[src/rtl/uart2apb.sv]
// Command-to-APB bridge: one command word in, one APB transfer out, one response back.
// A completer that never raises PREADY is aborted after TIMEOUT_CYCLES wait cycles.
module uart2apb #(
    parameter int unsigned ADDR_WIDTH     = 7,
    parameter int unsigned DATA_WIDTH     = 8,
    parameter int unsigned TIMEOUT_CYCLES = 16
) (
    input  logic                              PCLK,
    input  logic                              PRESET,
    input  logic [ADDR_WIDTH+DATA_WIDTH:0]    cmd,
    input  logic                              cmd_valid,
    output logic                              cmd_ready,
    output logic [ADDR_WIDTH-1:0]             PADDR,
    output logic                              PSEL,
    output logic                              PENABLE,
    output logic                              PWRITE,
    output logic [DATA_WIDTH-1:0]             PWDATA,
    input  logic                              PREADY,
    input  logic [DATA_WIDTH-1:0]             PRDATA,
    input  logic                              PSLVERR,
    output logic [DATA_WIDTH-1:0]             rsp_data,
    output logic                              rsp_err,
    output logic                              rsp_valid,
    input  logic                              rsp_ready
);

    localparam int unsigned CMD_WIDTH = ADDR_WIDTH + DATA_WIDTH + 1;
    localparam int unsigned TO_WIDTH  = $clog2(TIMEOUT_CYCLES + 1);
    localparam logic [TO_WIDTH-1:0] TO_LAST = TO_WIDTH'(TIMEOUT_CYCLES - 1);

    typedef enum logic [1:0] {
        IDLE   = 2'd0,
        SETUP  = 2'd1,
        ACCESS = 2'd2,
        RESP   = 2'd3
    } state_t;

    state_t              state;
    logic [TO_WIDTH-1:0] to_cnt;

    assign cmd_ready = (state == IDLE);

    // Transfer sequencer; every APB and response output is a register.
    always_ff @(posedge PCLK or posedge PRESET) begin
        if (PRESET) begin
            state     <= IDLE;
            PSEL      <= 1'b0;
            PENABLE   <= 1'b0;
            PWRITE    <= 1'b0;
            PADDR     <= '0;
            PWDATA    <= '0;
            rsp_valid <= 1'b0;
            rsp_err   <= 1'b0;
            rsp_data  <= '0;
            to_cnt    <= '0;
        end else begin
            case (state)
                IDLE: begin
                    if (cmd_valid) begin
                        PWRITE <= cmd[CMD_WIDTH-1];
                        PADDR  <= cmd[CMD_WIDTH-2 -: ADDR_WIDTH];
                        PWDATA <= cmd[DATA_WIDTH-1:0];
                        PSEL   <= 1'b1;
                        to_cnt <= '0;
                        state  <= SETUP;
                    end
                end
                SETUP: begin
                    PENABLE <= 1'b1;
                    state   <= ACCESS;
                end
                ACCESS: begin
                    // PREADY takes priority over a timeout firing in the same cycle.
                    if (PREADY) begin
                        rsp_data  <= PWRITE ? '0 : PRDATA;
                        rsp_err   <= PSLVERR;
                        rsp_valid <= 1'b1;
                        PSEL      <= 1'b0;
                        PENABLE   <= 1'b0;
                        state     <= RESP;
                    end else if (to_cnt == TO_LAST) begin
                        rsp_data  <= '0;
                        rsp_err   <= 1'b1;
                        rsp_valid <= 1'b1;
                        PSEL      <= 1'b0;
                        PENABLE   <= 1'b0;
                        state     <= RESP;
                    end else begin
                        to_cnt <= to_cnt + TO_WIDTH'(1);
                    end
                end
                RESP: begin
                    if (rsp_ready) begin
                        rsp_valid <= 1'b0;
                        state     <= IDLE;
                    end
                end
                default: begin
                    PSEL      <= 1'b0;
                    PENABLE   <= 1'b0;
                    rsp_valid <= 1'b0;
                    state     <= IDLE;
                end
            endcase
        end
    end

endmodule

[config.mk]
export PLATFORM = sky130hd
export DESIGN_NAME = uart2apb
export DESIGN_NICKNAME = d
export VERILOG_FILES = /design/src/rtl/uart2apb.sv
export SDC_FILE = /design/constraint.sdc
export NUM_CORES = 1
export LEC_CHECK = 0
export CAP_MARGIN = 40
export CORE_ASPECT_RATIO = 0.75
export CORE_UTILIZATION = 45
export CTS_BUF_LIST = sky130_fd_sc_hd__clkbuf_2
export DETAILED_ROUTE_END_ITERATION = 8
export DONT_BUFFER_PORTS = 1
export GPL_ROUTABILITY_DRIVEN = 0
export GPL_TIMING_DRIVEN = 0
export PLACE_DENSITY = 0.59
export SLEW_MARGIN = 20
export SYNTH_ARGS = -nofsm -noshare
export SYNTH_HDL_FRONTEND = slang
export SYNTH_SLANG_ARGS = --single-unit
[constraint.sdc]
create_clock -name PCLK -period 4.1 [get_ports PCLK]
set_input_delay 0.41 -clock PCLK [delete_from_list [all_inputs] [get_ports PCLK]]
set_output_delay 0.41 -clock PCLK [all_outputs]
set_load 0.01 [all_outputs]
==> summary by stage <==
Layout
The total inserted antenna cells is 0. The synthesis-to-layout area growth is 5.81%. After the last flow step, the layout net total stands at 162. Of the cells placed in the final design, the portion with a size suffix greater than 1 is 27.6%. The library cells used most frequently in the layout, excluding fill and tap cells, are 35 x dfrtp_1, 11 x a22o_1, 9 x mux2_4, 8 x nand2_1.

Excluding fillers, the count of instances in the completed layout stands at 167. Leaving out fill and tap cells, the most frequent cell in the layout is dfrtp_1. The post-route core utilization is 49.9%.

Clocking
Counting every sink on the clock net gives 35. The clock tree root driver cell is clkbuf_2. In this run, post-CTS hold repair placed 0 buffers. The insertion delay of the later-clocked pin in the worst-skew pair is 0.34 ns.

TritonCTS built the clock tree. The post-cts gate resize count is 0. The maximum clock path buffer count is 2. The H-tree was split into 2 levels.

Clock-pin slew was measured on the worst setup and hold paths at 0.16 ns. The total CTS buffers is 5. Buffers added to address setup during post-CTS repair amount to 0.

Synthesis
The most used flip-flop cell after synthesis is dfrtp_1. Of the synthesized area, sequential elements account for 56.5%. The synthesized netlist net count is 155. The average size of a mapped cell is 13.0 µm². The post-synthesis cell count is 119. In this run the cell area of the synthesized design comes to 1550 µm².

The number of enable-type register cells in the synthesized netlist is 0. In this run, synthesis produced a sequential element count of 35. The netlist uses 30 different library cells.

The Yosys step of the flow raised 0 warnings. After synthesis, the share of flip-flops with an asynchronous set or reset is 100%.

Worst setup path
The data arrival time of the worst path is 2.23 ns. The endpoint type of the worst setup path is a flip-flop. In this run the worst path has a maximum fanout of 8.

The launching element type of the critical path is a flip-flop. Data on the critical path is required at its endpoint by 4.34 ns. Counting cells, the worst reg-to-reg path comes to 6. The type of the setup path with the least slack is reg -> reg.

Drt
The total via count after detailed routing is 946. The final layout contains routed wiring with a total length of 2790 µm. The number of nets with antenna violations after routing is 0.

The per-cell via count in the routed design is 5.66. The first detailed-routing pass took 4 iterations. The post-detailed-route DRC marker count is 0. The DRC marker count from the first detailed-route iteration is 78. The average wire per cell in the routed design is 16.7 µm.

Floorplan
The area of the core is 3290 µm². Row generation in the floorplan step produced 18 rows. The area enclosed by the die boundary is 3690 µm².

The floorplan step set the die height to 52.9 µm. From left edge to right edge, the die measures 69.8 µm. Once the floorplan was initialized, standard cells occupied 47.2% of the core. In this run the count of I/O pins placed on the die edge is 59.

Hold path
The min-delay analysis places its worst path in the category in -> async.

Power
Per report_power, the sequential group accounts for 53.4% of the total. The analysis attributes to cell leakage a power of 0.798 nW. The part of the total power dissipated in combinational logic is 34.6%. The switching power of the nets is 469 µW. The largest vdd supply drop is 0.424 mV. The internal power consumption is 773 µW. The switching part of the total power is 37.7%. Summing internal, switching and leakage power gives 1.24 mW. In this run the power density over the cells is 757 nW/µm². The clock share of power is 12.0%.

GRT
The first global-routing pass estimated 4340 µm of wire. The initial antenna violation count is 0. The via count of the first global-routing pass is 920.

Across every metal layer, demand over resource in global routing totals 16.3%. The total overflow left after global routing is 0. Entering global routing, the biggest net connects 36 pins.

STA
On the final layout, the worst hold slack is 0.0322 ns. In the final timing run, aggregate negative setup slack is 0 ns. The max-slew violation count is 0. The final hold violation count is 0. The maximum operating frequency is 0.503 GHz.

The relative slew slack is 52.8%. For the pin with the worst max-slew slack, the measured transition is 0.707 ns. The post-route minimum period is 1.99 ns. The total of endpoints with negative setup slack in the final report is 0. Setup repair after global routing left no endpoint under its margin. For the final database, setup skew stands at 0.00896 ns. The period utilization is 48.5%.

Run
Max-cap violations in this run came to 0.

Place
The number of cells after detailed placement is 159. The half-perimeter wire length of the detailed placement result is 2060 µm. The count of input and output buffers is 0.

Status
The run finished with clean final reports.
[state kept, by name (all words and copies together), names as in the netlist]
| signal | count |
|---|---|
| PWRITE | 1 |
| PENABLE | 1 |
| to_cnt | 5 |
| PADDR | 7 |
| PWDATA | 8 |
| rsp_err | 1 |
| PSEL | 1 |
| rsp_data | 8 |
| state | 2 |
| rsp_valid | 1 |
[layer usage]
layer | global-route usage (%) | share of wire [%] | up-vias
li1 | - | - | 436
met1 | 20.7 | 45 | 461
met2 | 24.8 | 45 | 44
met3 | 6.48 | 8.1 | 5
met4 | 7.00 | 1.1 | 0
met5 | 0 | 0 | -
[final timing paths]
kind / slack, ns / endpoint / startpoint
min: 0.03 / rsp_data[2] / PRESET
min reg2reg: 0.53 / to_cnt[4] / to_cnt[4]
max: 2.11 / state[0] / to_cnt[0]
min in group PCLK: 0.18 / rsp_data[1] / PRDATA[1]
max reg2reg: 2.11 / state[0] / to_cnt[0]
max in group asynchronous: 3.61 / PWDATA[6] / PRESET
[power groups by stage]
stage	combinational, mW	clock (mW)	sequential (mW)
finish	0.430	0.149	0.663
floorplan	0.368	0	0.641
global placement	0.414	0	0.669
global route	0.475	0.173	0.684
CTS	0.434	0.158	0.666
detailed placement	0.437	0	0.670
[area by class of cell]
class,count,area (µm²)
Buffer,3,23.8
Inverter,8,30.0
Clock buffer,7,35.0
Multi-Input combinational cell,73,622
Fill cell,297,1650
Sequential cell,35,876
Clock inverter,1,5.00
Tap cell,40,50.0
[cell usage after synthesis, types with 2 or more instances]
cell type	number	area, µm²
nand3_1	2	10.0
ha_1	6	75.1
nor2_1	5	18.8
o21ai_0	6	30.0
mux2_4	9	135
dfrtp_1	35	876
a31oi_1	2	12.5
nand2_1	8	30.0
mux2_2	7	78.8
a22o_1	11	96.3
inv_1	8	30.0
and3_1	2	12.5
[cell families (layout without fill, tap and decap cells)]
| kind of cell | Yosys count | in the layout | share of synthesized area [%] |
|---|---|---|---|
| adder cells (fa/ha/maj) | 6 | 6 | 4.84 |
| flip-flops | 35 | 35 | 56.5 |
| AO/OA/AOI/OAI | 25 | 25 | 12.2 |
| AND/OR/NAND/NOR | 26 | 26 | 9.28 |
| multiplexers | 16 | 16 | 13.8 |
| buffers and inverters | 11 | 19 | 3.47 |
[critical path, stage by stage (launching register included)]
cell and delay, ns:
dfrtp_1 0.45, ha_1 0.24, and3_1 0.20, ha_1 0.19, nor2_1 0.38, a221oi_1 0.20, o32a_1 0.22
[through the flow]
stage	cell area (µm²)	setup WS, ns
global route	1640	1.96
finish	1640	2.11
global placement	1600	2.18
floorplan	1550	2.36
detailed placement	1600	2.15
CTS	1640	2.13
Power figures use the tool's default switching activity.
